File: src/rtl/risc_ifetch_buf_if.sv
// Fetch-buffer bus bundle: program-memory port, length-decoder hook, instruction output, redirect.
// Latency: none. This file only groups wires.
// Backpressure: out_valid/out_ready on the instruction side; the memory side allows a single outstanding request.
interface risc_ifetch_buf_if #(
    parameter int WORD_W    = 8,
    parameter int ADDR_W    = 16,
    parameter int MAX_ISIZE = 4
);
    localparam int LEN_W = (MAX_ISIZE > 1) ? $clog2(MAX_ISIZE) : 1;
    localparam int IMM_W = (MAX_ISIZE > 1) ? (MAX_ISIZE - 1) * WORD_W : WORD_W;

    // program memory read port
    logic              mem_req;
    logic [ADDR_W-1:0] mem_addr;
    logic              mem_valid;
    logic [WORD_W-1:0] mem_data;

    // external length decoder
    logic [WORD_W-1:0] len_op;
    logic [LEN_W-1:0]  len_in;

    // instruction output
    logic              out_valid;
    logic              out_ready;
    logic [WORD_W-1:0] out_op;
    logic [IMM_W-1:0]  out_imm;
    logic [ADDR_W-1:0] out_pc;

    // redirect
    logic              pc_load;
    logic [ADDR_W-1:0] pc_target;

    // fetch-buffer side
    modport master (
        output mem_req, mem_addr, len_op, out_valid, out_op, out_imm, out_pc,
        input  mem_valid, mem_data, len_in, out_ready, pc_load, pc_target
    );

    // memory / decoder / consumer side
    modport slave (
        input  mem_req, mem_addr, len_op, out_valid, out_op, out_imm, out_pc,
        output mem_valid, mem_data, len_in, out_ready, pc_load, pc_target
    );
endinterface

File: src/rtl/risc_ifetch_buf.sv
// Instruction prefetch buffer: byte FIFO fed by program memory, emits whole variable-length instructions.
// Latency: a pushed byte is visible on the next cycle; a redirect at T fetches at T+1.
// Backpressure: out_ready stalls pops; fetching stops when the FIFO is full or a request is outstanding.
module risc_ifetch_buf #(
    parameter int          WORD_W    = 8,
    parameter int          ADDR_W    = 16,
    parameter int          MAX_ISIZE = 4,
    parameter int          DEPTH     = 8,
    parameter int unsigned RESET_PC  = 0
) (
    input  logic                 clk,
    input  logic                 rst,
    risc_ifetch_buf_if.master    bus
);
    localparam int LEN_W = (MAX_ISIZE > 1) ? $clog2(MAX_ISIZE) : 1;
    localparam int IMM_W = (MAX_ISIZE > 1) ? (MAX_ISIZE - 1) * WORD_W : WORD_W;
    localparam int PTR_W = (DEPTH > 1) ? $clog2(DEPTH) : 1;
    localparam int CNT_W = $clog2(DEPTH + 1);
    localparam logic [CNT_W-1:0] FULL = CNT_W'(DEPTH);

    logic [WORD_W-1:0] fifo_mem [DEPTH];
    logic [PTR_W-1:0]  rd_ptr;
    logic [PTR_W-1:0]  wr_ptr;
    logic [CNT_W-1:0]  count;
    logic [CNT_W-1:0]  len_p1;
    logic [ADDR_W-1:0] fa;
    logic [ADDR_W-1:0] hp;
    logic              os;
    logic              dr;
    logic              issue;
    logic              push;
    logic              pop;
    logic              inst_vld;
    logic [WORD_W-1:0] head;
    logic [IMM_W-1:0]  imm;

    // Control decode: redirect suppresses issue, push and pop in its cycle.
    // Issue is also held off during reset so no request leaks while rst is high.
    always_comb begin
        len_p1   = CNT_W'(bus.len_in) + CNT_W'(1);
        inst_vld = (count >= len_p1);
        issue    = !rst && !bus.pc_load && !os && (count < FULL);
        push     = bus.mem_valid && os && !dr && !bus.pc_load;
        pop      = inst_vld && bus.out_ready && !bus.pc_load;
    end

    // Instruction assembly from the FIFO head; bytes past the length, or not yet fetched, read as zero.
    always_comb begin
        head = (count != '0) ? fifo_mem[rd_ptr] : '0;
        imm  = '0;
        for (int k = 0; k < MAX_ISIZE - 1; k++) begin
            if ((CNT_W'(k) < CNT_W'(bus.len_in)) && (CNT_W'(k + 1) < count)) begin
                imm[k*WORD_W +: WORD_W] = fifo_mem[rd_ptr + PTR_W'(k + 1)];
            end
        end
    end

    assign bus.mem_req   = issue;
    assign bus.mem_addr  = fa;
    assign bus.len_op    = head;
    assign bus.out_op    = head;
    assign bus.out_imm   = imm;
    assign bus.out_valid = inst_vld;
    assign bus.out_pc    = hp;

    // Fetch/head state: redirect flushes and retargets; otherwise issue, response and pop bookkeeping.
    // A redirect with a request still in flight marks it stale (dr) so its data is dropped on arrival.
    always_ff @(posedge clk or posedge rst) begin
        if (rst) begin
            fa     <= ADDR_W'(RESET_PC);
            hp     <= ADDR_W'(RESET_PC);
            rd_ptr <= '0;
            wr_ptr <= '0;
            count  <= '0;
            os     <= 1'b0;
            dr     <= 1'b0;
        end else if (bus.pc_load) begin
            fa     <= bus.pc_target;
            hp     <= bus.pc_target;
            rd_ptr <= '0;
            wr_ptr <= '0;
            count  <= '0;
            if (os && bus.mem_valid) begin
                os <= 1'b0;
                dr <= 1'b0;
            end else if (os) begin
                dr <= 1'b1;
            end
        end else begin
            if (issue) begin
                fa <= fa + ADDR_W'(1);
                os <= 1'b1;
            end
            if (os && bus.mem_valid) begin
                os <= 1'b0;
                dr <= 1'b0;
            end
            if (push) begin
                wr_ptr <= wr_ptr + PTR_W'(1);
            end
            if (pop) begin
                rd_ptr <= rd_ptr + PTR_W'(len_p1);
                hp     <= hp + ADDR_W'(len_p1);
            end
            count <= count + CNT_W'(push) - (pop ? len_p1 : '0);
        end
    end

    // FIFO storage write; contents need no reset because count gates every read.
    always_ff @(posedge clk) begin
        if (push) begin
            fifo_mem[wr_ptr] <= bus.mem_data;
        end
    end
endmodule

File: src/flat_wrapper.sv
// flat-port wrapper written by rule: the top's interface ports become plain ports
module risc_ifetch_buf_flat 
#(
    parameter int          WORD_W    = 8,
    parameter int          ADDR_W    = 16,
    parameter int          MAX_ISIZE = 4,
    parameter int          DEPTH     = 8,
    parameter int unsigned RESET_PC  = 0
)
  (clk, rst, bus_mem_req, bus_mem_addr, bus_len_op, bus_out_valid, bus_out_op, bus_out_imm, bus_out_pc, bus_mem_valid, bus_mem_data, bus_len_in, bus_out_ready, bus_pc_load, bus_pc_target);
  risc_ifetch_buf_if #(.WORD_W(WORD_W), .ADDR_W(ADDR_W), .MAX_ISIZE(MAX_ISIZE)) bus_i ();
  input  logic clk;
  input  logic rst;
  output wire logic [$bits(bus_i.mem_req)-1:0] bus_mem_req;
  output wire logic [$bits(bus_i.mem_addr)-1:0] bus_mem_addr;
  output wire logic [$bits(bus_i.len_op)-1:0] bus_len_op;
  output wire logic [$bits(bus_i.out_valid)-1:0] bus_out_valid;
  output wire logic [$bits(bus_i.out_op)-1:0] bus_out_op;
  output wire logic [$bits(bus_i.out_imm)-1:0] bus_out_imm;
  output wire logic [$bits(bus_i.out_pc)-1:0] bus_out_pc;
  input wire logic [$bits(bus_i.mem_valid)-1:0] bus_mem_valid;
  input wire logic [$bits(bus_i.mem_data)-1:0] bus_mem_data;
  input wire logic [$bits(bus_i.len_in)-1:0] bus_len_in;
  input wire logic [$bits(bus_i.out_ready)-1:0] bus_out_ready;
  input wire logic [$bits(bus_i.pc_load)-1:0] bus_pc_load;
  input wire logic [$bits(bus_i.pc_target)-1:0] bus_pc_target;
  assign bus_mem_req = bus_i.mem_req;
  assign bus_mem_addr = bus_i.mem_addr;
  assign bus_len_op = bus_i.len_op;
  assign bus_out_valid = bus_i.out_valid;
  assign bus_out_op = bus_i.out_op;
  assign bus_out_imm = bus_i.out_imm;
  assign bus_out_pc = bus_i.out_pc;
  assign bus_i.mem_valid = bus_mem_valid;
  assign bus_i.mem_data = bus_mem_data;
  assign bus_i.len_in = bus_len_in;
  assign bus_i.out_ready = bus_out_ready;
  assign bus_i.pc_load = bus_pc_load;
  assign bus_i.pc_target = bus_pc_target;
  risc_ifetch_buf #(.WORD_W(WORD_W), .ADDR_W(ADDR_W), .MAX_ISIZE(MAX_ISIZE), .DEPTH(DEPTH), .RESET_PC(RESET_PC)) u_core (.clk(clk), .rst(rst), .bus(bus_i));
endmodule
File: config.mk
export PLATFORM = sky130hd
export DESIGN_NAME = risc_ifetch_buf_flat
export DESIGN_NICKNAME = d
export VERILOG_FILES = /design/src/rtl/risc_ifetch_buf_if.sv /design/src/rtl/risc_ifetch_buf.sv /design/src/flat_wrapper.sv
export SDC_FILE = /design/constraint.sdc
export NUM_CORES = 1
export LEC_CHECK = 0
export ABC_AREA = 0
export ABC_CLOCK_PERIOD_IN_PS = 6500
export CAP_MARGIN = 20
export CORE_MARGIN = 5
export CORE_UTILIZATION = 30
export CTS_CLUSTER_DIAMETER = 50
export DETAILED_ROUTE_END_ITERATION = 6
export GPL_TIMING_DRIVEN = 0
export PLACE_DENSITY = 0.55
export SLEW_MARGIN = 20
export SYNTH_ARGS = -nofsm -noshare
export SYNTH_HDL_FRONTEND = slang
export SYNTH_SLANG_ARGS = --single-unit
export TNS_END_PERCENT = 1
File: constraint.sdc
create_clock -name clk -period 6.5 [get_ports clk]
set_input_delay 0.975 -clock clk [delete_from_list [all_inputs] [get_ports clk]]
set_output_delay 0.975 -clock clk [all_outputs]
set_load 0.005 [all_outputs]
### Yosys cells after proc, flatten, opt, wreduce, memory -nomap -nowiden

Memory sizes are Yosys's and may differ from the RTL's.
Index checks and enable logic that the tools add are counted.

| storage, ports and cells | value |
|---|---|
| input bits | 31 |
| output and inout port bits | 74 |
| memories | 1 |
| word-level logic and storage cells | 74 |
| memory bits (writable) | 64 |
| bits in registers | 44 |

| cells by class | value |
|---|---|
| reductions and logical operators | 24 |
| magnitude comparators | 8 |
| add/subtract/negate cells | 10 |
| muxes and demuxes | 23 |
| equality and inequality tests | 1 |

Memory list:

| memory | words | bits a word | rd ports | clocked after Yosys merged registers in | wr ports | RTL line | text |
|---|---|---|---|---|---|---|---|
| u_core.fifo_mem | 8 | 8 | 4 | 0 | 1 | risc_ifetch_buf.sv:21 | `logic [WORD_W-1:0] fifo_mem [DEPTH];` |

Operator list:

| kind | count |
|---|---|
| two-way mux 16 bit | 4 |
| two-way mux 8 bit | 4 |
| adder 16 x 1 -> 16 bit, second input constant | 1 |
| adder 16 x 4 -> 16 bit | 1 |
| two-way mux 3 bit | 4 |
| nonzero test 2 bit | 6 |
| logical AND 1 bit | 11 |
| two-way mux 1 bit | 9 |
| < comparator 2 x 4 -> 1 bit, first input constant | 2 |
| two-way mux 4 bit | 2 |
| adder 3 x 1 -> 3 bit, second input constant | 2 |
| adder 3 x 2 -> 3 bit, second input constant | 2 |
| adder 4 x 1 -> 4 bit | 1 |
| greater-or-equal comparator 4 bit | 1 |
| logical NOT 1 bit | 4 |
| < comparator 1 x 2 -> 1 bit, first input constant | 2 |
| < comparator 1 x 4 -> 1 bit, first input constant | 1 |
| < comparator 4 bit, second input constant | 1 |
| AND reduction 2 bit | 2 |
| nonzero test 4 bit | 1 |
| subtractor 4 bit | 1 |
| adder 2 x 1 -> 3 bit, second input constant | 1 |
| adder 3 bit | 1 |
| < comparator 2 bit, first input constant | 1 |
| inequality test 2 x 1 -> 1 bit, second input constant | 1 |

### Longest topological paths before layout

| depth | value |
|---|---|
| depth after elaboration | 7 |
| mapped depth | 16 |

### Worst setup path before layout

Ideal clock, no wire load.

| path | value |
|---|---|
| kind | input -> register |
| start | in bus_len_in[0] |
| end | reg u_core.count[3] |
| setup slack | 2.856 ns |
| required time | 6.369 ns |
| setup time | 0.131 ns |
| arrival | 3.512 ns |
| cell stages on the path | 15 |
| path through | inv_1 ha_1 inv_1 ha_1 nand2_1 o21a_1 buf_4 nor2_1 nand3_1 ha_1 ha_1 a21o_1 a21oi_1 xnor2_1 nor2_1 |

| on the way | value |
|---|---|
| cells in the longest elaborated chain, start to end | 7 |

Ends and longest elaborated chain:

| item | RTL line | text |
|---|---|---|
| start, declared | flat_wrapper.sv:23 | `input wire logic [$bits(bus_i.len_in)-1:0] bus_len_in;` |
| adder 2 x 1 -> 3 bit (*) | risc_ifetch_buf.sv:40 | `len_p1 = CNT_W'(bus.len_in) + CNT_W'(1);` |
| greater-or-equal comparator 4 bit | risc_ifetch_buf.sv:41 | `inst_vld = (count >= len_p1);` |
| logical AND 1 bit (2 in series) | risc_ifetch_buf.sv:44 | `pop = inst_vld && bus.out_ready && !bus.pc_load;` |
| two-way mux 4 bit (*) | risc_ifetch_buf.sv:105 | `count <= count + CNT_W'(push) - (pop ? len_p1 : '0);` |
| subtractor 4 bit (*) | risc_ifetch_buf.sv:105 |  |
| two-way mux 4 bit (*) | risc_ifetch_buf.sv:77 | `end else if (bus.pc_load) begin` |
| end signal, assigned | risc_ifetch_buf.sv:105 |  |
| end, declared | risc_ifetch_buf.sv:24 | `logic [CNT_W-1:0] count;` |

Every way passes the cells marked *; elsewhere a longest branch is shown, timed or not.
A chain may end at the register's enable or synchronous reset.

### Worst setup path in the final report

| path | value |
|---|---|
| start | in bus_len_in[0] |
| end | out bus_out_valid |

| on the way | value |
|---|---|
| cells in the longest elaborated chain, start to end | 2 |

Ends and longest elaborated chain:

| item | RTL line | text |
|---|---|---|
| adder 2 x 1 -> 3 bit | risc_ifetch_buf.sv:40 |  |
| greater-or-equal comparator 4 bit | risc_ifetch_buf.sv:41 |  |
| end, declared | flat_wrapper.sv:17 | `output wire logic [$bits(bus_i.out_valid)-1:0] bus_out_valid;` |

No other way between the ends.

==> results.py <==
metrics = {
    "place": {
        "last_weighted_congestion_value_of_the_routability_driven_placer": 0.904,
        "dp.final_hpwl_um": 14800,
        "port-buffer-count": 102,
    },
    "route": {
        "vias": 5234,
        "detailedRoute.firstIterationViolations": 331,
        "viasPerCell": 5.53,
        "first_pass_iters": 4,
        "detail_route.wirelength_um": 20400,
        "route.detailed.drc": 0,
        "drt-wirelength-per-cell_um": 21.6,
        "postRouteAntennaNets": 0,
    },
    "die": {
        "die_h_um": 160,
        "initial_utilization": 0.302,
        "die_w_um": 160,
        "rows": 55,
        "die-area_sq_um": 25700,
        "top_level_ports": 105,
        "core_area_sq_um": 22400,
    },
    "critical_path": {
        "setup.worst_path.start_class": "primary input",
        "worst-endpoint-required_ns": 5.52,
        "timing_worst_setup_path_type": "primary input to output port",
        "worstPathArrival_ns": 3.79,
        "crit_path_end_kind": "output port",
        "timing.critical_path.fanout_max": 10,
    },
    "layout": {
        "nNetsFinal": 711,
        "antenna_cells_inserted": 0,
        "syn2layout_area_growth_pct": 25.6,
        "layout-drive-gt1-share": 0.181,
    },
    "cts": {
        "cts_tree": "built",
        "h-tree-depth": 3,
        "cts_setup_buffers": 0,
        "cts_hold_repair_buffers": 0,
        "cts-resized-gates": 0,
        "cts-buffers-inserted": 9,
        "clock_path_buffers": 2,
        "ctsRootBufferMaster": "sky130_fd_sc_hd__clkbuf_16",
        "insertion_delay_ns": 0.35,
        "cts.reportedPaths.clkPinSlew_ns": 0.07,
        "numClockSinks": 108,
    },
    "power": {
        "power_density_nw_per_um2": 304,
        "ir_drop_uv": 145,
        "p_leak_nw": 3.00,
    },
    "global_route": {
        "vias_in_the_first_global_route": 5443,
        "grt_first_pass_wirelength_um": 31900,
        "antenna_violations_before_repair": 0,
        "grt_start_max_net_pins": 29,
        "globalRoute.totalOverflow": 0,
        "globalRouteTotalUtil": 0.159,
    },
    "sta": {
        "report.final.slew_viol_count": 0,
        "rsz_0062_raised_after_global_routing": "false",
        "slew_at_the_pin_with_the_worst_max_slew_slack_ns": 1.05,
        "layout_worst_path_cycle_share": 0.732,
        "clock.fmax_ghz": 0.210,
        "final.setup_skew_ns": 0.00465,
        "hold_viol": 0,
        "max-slew-margin-rel": 0.298,
        "final.min_clock_period_ns": 4.76,
        "setup_tns_ns": 0,
        "hold_ws_ns": 0.523,
        "setup_violations": 0,
    },
    "synth": {
        "synth_area_sq_um": 6780,
        "synth_warnings": 0,
        "synthesis.instances": 540,
        "post_synth_edffs": 64,
        "synth-seq-area-share": 0.446,
        "yosys.cell_types.count": 55,
        "post_synth.cell_area_avg_sq_um": 12.5,
        "async_s_r_ff_share_synth": 0.407,
        "ys_seq_elements": 108,
        "syn-num-nets": 594,
        "synth_ff_type": "sky130_fd_sc_hd__edfxtp_1",
    },
    "hold_path": {
        "min_path_type": "flop to flop",
    },
    "job": {
        "max_cap_viol_count": 0,
    },
    "status": {
        "result_of_the_run": "completed",
    },
}
[through the flow]
| stage | cell area [sq um] | power [mW] | cells | util | setup slack, ns |
|---|---|---|---|---|---|
| 2_1_floorplan | 6780 | 1.53 | 540 | - | 2.86 |
| 3_3_place_gp | 8150 | 2.03 | 927 | 0.363 | 1.61 |
| 3_5_place_dp | 8220 | 2.07 | 931 | 0.367 | 1.72 |
| 4_1_cts | 8510 | 2.60 | 947 | 0.380 | 1.75 |
| 5_1_grt | 8510 | 2.73 | 947 | 0.380 | 1.57 |
| 6_report | 8510 | 2.59 | 947 | 0.380 | 1.74 |
[worst paths after layout]
kind | from | to | slack [ns] | cells past startpoint
max reg2reg | u_core.count[2]$_DFF_PP0_ | u_core.count[2]$_DFF_PP0_ | 3.31 | 12
max in group asynchronous | rst | u_core.bus.out_pc[15]$_DFFE_PP0P_ | 4.91 | 3
min reg2reg | u_core.dr$_DFFE_PP0P_ | u_core.dr$_DFFE_PP0P_ | 0.52 | 2
min | u_core.dr$_DFFE_PP0P_ | u_core.dr$_DFFE_PP0P_ | 0.52 | 2
max | bus_len_in[0] | bus_out_valid | 1.74 | 10
min in group asynchronous | rst | u_core.bus.mem_addr[0]$_DFFE_PP0P_ | 1.09 | 2
[state kept, by name, summed over array words and instances, names as in the netlist]
| name | flops |
|---|---|
| u_core.fifo_mem | 64 |
| u_core.bus.out_pc | 16 |
| u_core.wr_ptr | 3 |
| u_core.os | 1 |
| u_core.dr | 1 |
| u_core.bus.mem_addr | 16 |
| u_core.rd_ptr | 3 |
| u_core.count | 4 |
[metal layers]
metal  GRT usage  part of all wire
met2       0.261              0.48
met4      0.0430             0.017
met5           0                 0
met1       0.213              0.42
met3      0.0385             0.085
[critical path: stages]
cell and delay (ns):
sky130_fd_sc_hd__clkdlybuf4s50_1 0.57, sky130_fd_sc_hd__inv_1 0.14, sky130_fd_sc_hd__ha_1 0.40, sky130_fd_sc_hd__inv_1 0.10, sky130_fd_sc_hd__ha_1 0.29, sky130_fd_sc_hd__nand2_1 0.05, sky130_fd_sc_hd__o21a_1 0.27, sky130_fd_sc_hd__inv_2 0.16
sky130_fd_sc_hd__buf_2 0.28, sky130_fd_sc_hd__clkdlybuf4s50_1 0.55
[cell usage after synthesis (12+ instances only)]
master / number / area, sq um
sky130_fd_sc_hd__a21oi_1: 28 / 140
sky130_fd_sc_hd__a22o_1: 16 / 140
sky130_fd_sc_hd__buf_4: 17 / 128
sky130_fd_sc_hd__dfrtp_1: 44 / 1100
sky130_fd_sc_hd__edfxtp_1: 64 / 1920
sky130_fd_sc_hd__ha_1: 20 / 250
sky130_fd_sc_hd__inv_1: 17 / 63.8
sky130_fd_sc_hd__mux4_2: 57 / 1280
sky130_fd_sc_hd__nand2_1: 42 / 158
sky130_fd_sc_hd__nand3_1: 14 / 70.1
sky130_fd_sc_hd__nand4_1: 14 / 87.6
sky130_fd_sc_hd__nor2_1: 26 / 97.6
sky130_fd_sc_hd__nor3_1: 12 / 60.1
sky130_fd_sc_hd__nor4_1: 15 / 93.8
sky130_fd_sc_hd__xor2_1: 12 / 105
[where the power goes]
group	switching [mW]	internal [mW]	total, mW	leakage, nW
Combinational	0.601	0.615	1.22	1.75
Sequential	0.0634	0.775	0.838	1.11
Clock	0.262	0.269	0.531	0.143
Total	0.927	1.66	2.59	3.00
[placed cells by master (no fill, tap or decap), drive strengths merged, types with 8 or more instances in the layout]
cell / instances
a311oi: 8
mux4: 57
clkdlybuf4s50: 102
inv: 22
xor2: 13
edfxtp: 64
nor2: 26
ha: 20
dfrtp: 44
nor4: 16
nand2b: 9
buf: 36
a21oi: 28
a22o: 16
clkbuf: 18
nand2: 45
nand4: 15
o31ai: 9
nor3: 13
nand3: 14
[cells by family after synthesis]
family	synth area share
XOR/XNOR	0.0255
buffers and inverters	0.0480
adder cells (fa/ha/maj)	0.0458
AO/OA/AOI/OAI	0.108
AND/OR/NAND/NOR	0.131
multiplexers	0.195
flip-flops	0.446
[cell type report]
cell class                 count  area (sq um)
tap                          285           357
buffer                        41           248
clock buffer                   9           225
clock inverter                 7          66.3
inverter                      20          77.6
sequential                   108          3020
fill                        2148         13900
multi-input combinational    371          3450
timing repair buffer         106          1060
Power figures use the tool's default switching activity.
==> patch 1 (same flow settings) <==
`DEPTH` is set to 8 in 2 places; all go to 4.
--- a/src/rtl/risc_ifetch_buf.sv
+++ b/src/rtl/risc_ifetch_buf.sv
@@ -5,7 +5,7 @@
     parameter int          WORD_W    = 8,
     parameter int          ADDR_W    = 16,
     parameter int          MAX_ISIZE = 4,
-    parameter int          DEPTH     = 8,
+    parameter int          DEPTH     = 4,
     parameter int unsigned RESET_PC  = 0
 ) (
     input  logic                 clk,
--- a/src/flat_wrapper.sv
+++ b/src/flat_wrapper.sv
@@ -4,7 +4,7 @@
     parameter int          WORD_W    = 8,
     parameter int          ADDR_W    = 16,
     parameter int          MAX_ISIZE = 4,
-    parameter int          DEPTH     = 8,
+    parameter int          DEPTH     = 4,
     parameter int unsigned RESET_PC  = 0
 )
   (clk, rst, bus_mem_req, bus_mem_addr, bus_len_op, bus_out_valid, bus_out_op, bus_out_imm, bus_out_pc, bus_mem_valid, bus_mem_data, bus_len_in, bus_out_ready, bus_pc_load, bus_pc_target);
Function: changed (a bounded check fails within 10 cycles, from zero or initial values and one cycle with rst high).
==> patch 1 against the unedited design <==
Total power fell by 34%; die area fell by 29%; worst setup slack got worse by 0.45 ns; cell area fell by 26%; routed wire length fell by 35%; synthesized area fell by 31%; sequential cell count fell by 35; first-iteration DRC count fell by 30%; critical path type is now in2reg; critical endpoint is now u_core.count[2]; largest power group unchanged.
==> patch 1: results (changes against the unedited design) <==
| Metric | Value |
|---|---|
| Post-Syn Nets | 451 (-24%) |
| Vias | 3790 (-28%) |
| Worst path max stage delay | 0.70 ns (+0.13 ns) |
| GRT Overall Usage | 0.150 (-0.00887) |
| Synth unique cells | 54 (-1.8%) |
| Reg-to-reg setup timing slack | 2.57 ns (-0.74 ns) |
| Post-synth EDFFs | 32 (-50%) |
| Clock Skew | 0.0105 ns (+0.00584 ns) |
| Final GP Congestion | 0.824 (-8.9%) |
| List of most frequent post-synthesis cells | dfrtp_1, edfxtp_1, mux4_2 |
| Slew headroom | 0.453 (+0.155) |
| Mean Syn Cell Area | 11.7 µm² (-6.9%) |
| Pin count of the biggest net entering global routing | 32 (+10%) |
| First-pass GRT wire length | 21700 µm (-32%) |
| Sequential-to-total area share from yosys stat | 0.425 (-0.0208) |
| Max reg flops | 32 (-50%) |
| CTS clk-pin slew, worst paths | 0.05 ns (-0.02 ns) |
| Nets | 565 (-21%) |
| Layout cells sized above 1 | 0.152 (-0.0291) |
| WL final | 13300 µm (-35%) |
| CP Max Fanout | 11 (+1) |
| Pre-CTS WS | 0.939 ns (-0.778 ns) |
| Fillers | 1464 (-32%) |
| Initial drt markers | 233 (-30%) |
| Async SR Flop Fraction | 0.562 (+0.154) |
| Placed cells | 714 (-23%) |
| Peak VDD IR | 0.000123 V (-15%) |
| Outcome | finished, final reports clean |
| Post-DP HPWL | 10300 µm (-30%) |
| Vias in the first global route | 3995 (-27%) |
[patch 1: cell types whose count changed in the layout (fill, tap and decap cells not counted), sizes merged, moves of 10 or more]
cell	change
a22o	-16
nor2b	+13
buf	-14
mux4	-25
a21oi	-12
nor4	-11
and3	+10
nand2	-28
edfxtp	-32
[patch 1: layout make-up]
class	count	area [µm²]	area share
multi-input combinational	279	2460	0.392
sequential	73	1990	0.317
timing repair buffer	103	1040	0.166
tap	211	264	0.0421
clock buffer	9	225	0.0359
buffer	31	170	0.0271
inverter	17	63.8	0.0102
clock inverter	7	61.3	0.00978
[patch 1: kinds of logic after synthesis]
| family | synth area share |
|---|---|
| simple gates | 0.181 |
| buf+inv | 0.0501 |
| compound gates | 0.0978 |
| mux | 0.159 |
| flops | 0.425 |
| fa+ha+maj | 0.0568 |
| xor+xnor | 0.0300 |
[patch 1: worst reg2reg max path: stages (launching register included)]
cell and delay, ns:
dfrtp_1 0.49, ha_1 0.36, a21oi_1 0.12, o21a_1 0.31, clkbuf_1 0.43, buf_2 0.32, nor4_1 0.08, ha_1 0.30
inv_1 0.06, ha_1 0.13, inv_1 0.04, fa_1 0.37, xnor2_1 0.14, xnor2_1 0.14, or4_1 0.40, a21oi_1 0.15
[patch 1: worst paths after layout]
| check | startpoint | end | cells past startpoint |
|---|---|---|---|
| setup / recovery | bus_len_in[1] | u_core.count[2] | 19 |
| hold reg to reg | u_core.dr | u_core.dr | 2 |
| setup reg to reg | u_core.count[2] | u_core.count[2] | 15 |
| min in group asynchronous | rst | u_core.bus.mem_addr[11] | 2 |
| max in group asynchronous | rst | u_core.rd_ptr[0] | 3 |
| hold / removal | u_core.dr | u_core.dr | 2 |
[patch 1: stage by stage]
stage / util / total power [µW] / hold WS [ns] / instance area, µm²
4_1_cts: 0.410 / 1720 / 0.542 / 6260
3_5_place_dp: 0.392 / 1230 / 0.529 / 5980
2_1_floorplan: - / 939 / 0.483 / 4670
5_1_grt: 0.411 / 1800 / 0.589 / 6270
6_report: 0.411 / 1700 / 0.539 / 6270
3_3_place_gp: 0.390 / 1230 / 0.499 / 5960
[patch 1: power breakdown]
part	internal, µW	total, µW	switching [µW]	leakage (µW)
clock	292	478	185	0.000134
combinational	342	641	299	0.00140
sequential	524	581	57.3	0.000769
[patch 1: layer usage]
layer,part of all wire,wire length [µm],vias up,track usage
li1,-,-,1769,-
met1,0.44,5900,1859,0.198
met2,0.47,6210,147,0.243
met3,0.076,1010,15,0.0395
met4,0.017,221,0,0.0486
met5,0,0,-,0
==> patch 2 (config.mk and constraints unchanged) <==
Made on the original files. Make the reset (`rst`) synchronous in one clocked block.
--- a/src/rtl/risc_ifetch_buf.sv
+++ b/src/rtl/risc_ifetch_buf.sv
@@ -65,7 +65,7 @@
 
     // Fetch/head state: redirect flushes and retargets; otherwise issue, response and pop bookkeeping.
     // A redirect with a request still in flight marks it stale (dr) so its data is dropped on arrival.
-    always_ff @(posedge clk or posedge rst) begin
+    always_ff @(posedge clk) begin
         if (rst) begin
             fa     <= ADDR_W'(RESET_PC);
             hp     <= ADDR_W'(RESET_PC);
Behaviour: differs if rst is asserted again (counterexample within 4 cycles, from zero or initial values and one cycle with rst high); with rst held inactive, the same outputs for 10 cycles.
==> patch 2 against the unedited design <==
Cell area grew 1.3%; worst setup slack worse by 0.48 ns; sequential cell count increased by 3; critical endpoint is now bus_out_imm[23]; synthesized area rose by 1.8%; worst hold slack got worse by 0.0073 ns; sequential share of layout area fell by 2.3 points; synthesized cell count is 9.8% higher; final cell count is 5.6% higher; maximum frequency shrank 9.2%; clock skew grew 0.0080 ns; core utilization grew 0.13 points; routed wire length is 7.8% higher.
Power is not compared: it rests on default switching activity, and its combinational part moved more than twofold at a synthesized area within 25%.
==> patch 2: results (changes against the unedited design) <==
| Metric | Value |
|---|---|
| Outcome | finished, final reports clean |
| Crit path max-delay family | buffers and inverters |
| Synth unique cells | 59 (+7.3%) |
| Crit path launch | u_core.rd_ptr[1] |
| Reg-to-reg setup timing slack | 3.45 ns (+0.14 ns) |
| Synth area leaders | edfxtp_1, mux4_2, dfxtp_1 |
| Reg-to-Reg Start | u_core.count[2] |
| Starting Density | 0.305 (+0.00272) |
| Fin Hold WS | 0.516 ns (-0.00735 ns) |
| CTS clk-pin slew, worst paths | 0.07 ns (about the same) |
| Layout cells sized above 1 | 0.151 (-0.0302) |
| Crit path arrival time | 4.27 ns (+0.48 ns) |
| Via-to-Cell Ratio | 5.58 (+0.89%) |
| Post-DP HPWL | 16100 µm (+9.0%) |
| H-Tree Depth | 3 (unchanged) |
| CP Max Fanout | 10 (unchanged) |
| Vias in the first global route | 5628 (+3.4%) |
| Nets | 765 (+7.6%) |
| Number of buffers created by CTS | 9 (unchanged) |
| Sequential-to-total area share from yosys stat | 0.415 (-0.0312) |
| List of most frequent post-synthesis cells | edfxtp_1, mux4_2, dfxtp_1 |
| Leak pwr | ~0.0029 µW |
| First-pass GRT wire length | 33300 µm (+4.5%) |
| GRT Overall Usage | 0.166 (+0.00676) |
| Pin count of the biggest net entering global routing | 19 (-34%) |
| # resized after CTS | 0 (unchanged) |
| Initial drt markers | 396 (+20%) |
| Max reg flops | 64 (unchanged) |
| Placed cells | 985 (+5.8%) |
| Pre-CTS WS | 1.66 ns (-0.0593 ns) |
| Slowest stage cell on the critical path | xnor2_1 |
| Worst path max stage delay | 0.84 ns (+0.27 ns) |
| Post-Syn Nets | 647 (+8.9%) |
| Mean Syn Cell Area | 11.6 µm² (-7.3%) |
| Post-synth EDFFs | 64 (unchanged) |
| Setup-failing EPs final | 0 (unchanged) |
| Post-CTS Setup Bufs | 0 (unchanged) |
| Final GP Congestion | 0.867 (-4.1%) |
| Async SR Flop Fraction | 0 (-0.407) |
| Clock Skew | 0.0126 ns (+0.00796 ns) |
| Max Root-Sink Buffers | 2 (unchanged) |
| Root Buffer | clkbuf_16 |
| Vias | 5576 (+6.5%) |
| DR pass1 iterations | 5 (+1) |
| FF-to-FF path depth | 13 (+1) |
| FMAX | 0.191 GHz (-9.2%) |
| CP Capture Point | bus_out_imm[23] |
| Placed cell area | 8350 µm² (+1.6%) |
| Slew headroom | 0.269 (-0.0291) |
| Peak VDD IR | 0.000107 V |
| Initial antenna violation count | 0 (unchanged) |
| Worst R2R End | u_core.count[3] |
| Ant diodes | 0 (unchanged) |
| Wire per inst | 22.0 µm (+2.1%) |
| # port buffers | 104 (+2.0%) |
| HP Class | reg2reg |
patch 2: per-layer routing:
metal | vias to the layer above | wire length (µm) | GRT usage
li1 | 2566 | - | -
met1 | 2707 | 9680 | 0.226
met2 | 269 | 10000 | 0.266
met3 | 34 | 1790 | 0.0403
met4 | 0 | 571 | 0.0481
met5 | - | 0 | 0
patch 2: how the worst min path moves through the flow:
stage / endpoint / from / cells past startpoint
after floorplan: u_core.wr_ptr[0] / u_core.wr_ptr[0] / 2
after global placement: u_core.wr_ptr[0] / u_core.wr_ptr[0] / 2
after detailed placement: u_core.wr_ptr[0] / u_core.wr_ptr[0] / 2
after CTS: u_core.wr_ptr[0] / u_core.wr_ptr[0] / 2
after global routing: u_core.wr_ptr[0] / u_core.wr_ptr[0] / 2
final: u_core.wr_ptr[0] / u_core.wr_ptr[0] / 2
patch 2: worst min-delay path: stages, from the launching register on:
cell and delay [ns]:
dfxtp_1 0.34, nand2b_1 0.07, a21oi_1 0.06
patch 2: cell families after synthesis:
group,Yosys count,synth area share
fa+ha+maj,23,0.0450
buf+inv,66,0.0439
simple gates,162,0.127
xor+xnor,16,0.0203
mux,88,0.222
compound gates,127,0.126
flops,111,0.415
patch 2: cell type report:
cell class                      instances  area, µm²
Clock buffer                           10        229
Timing Repair Buffer                  107       1070
Sequential cell                       111       2860
Buffer                                 43        216
Tap cell                              285        357
Clock inverter                          5       41.3
Inverter                               23       86.3
Fill cell                            2240      14000
Multi-Input combinational cell        416       3760
patch 2: power by group through the flow:
stage          Combinational [µW]  Sequential [µW]  Clock, µW
2_1_floorplan                 195              798          0
3_3_place_gp                  368              806          0
3_5_place_dp                  373              804          0
4_1_cts                       375              789        541
5_1_grt                       403              794        567
6_report                      373              790        521
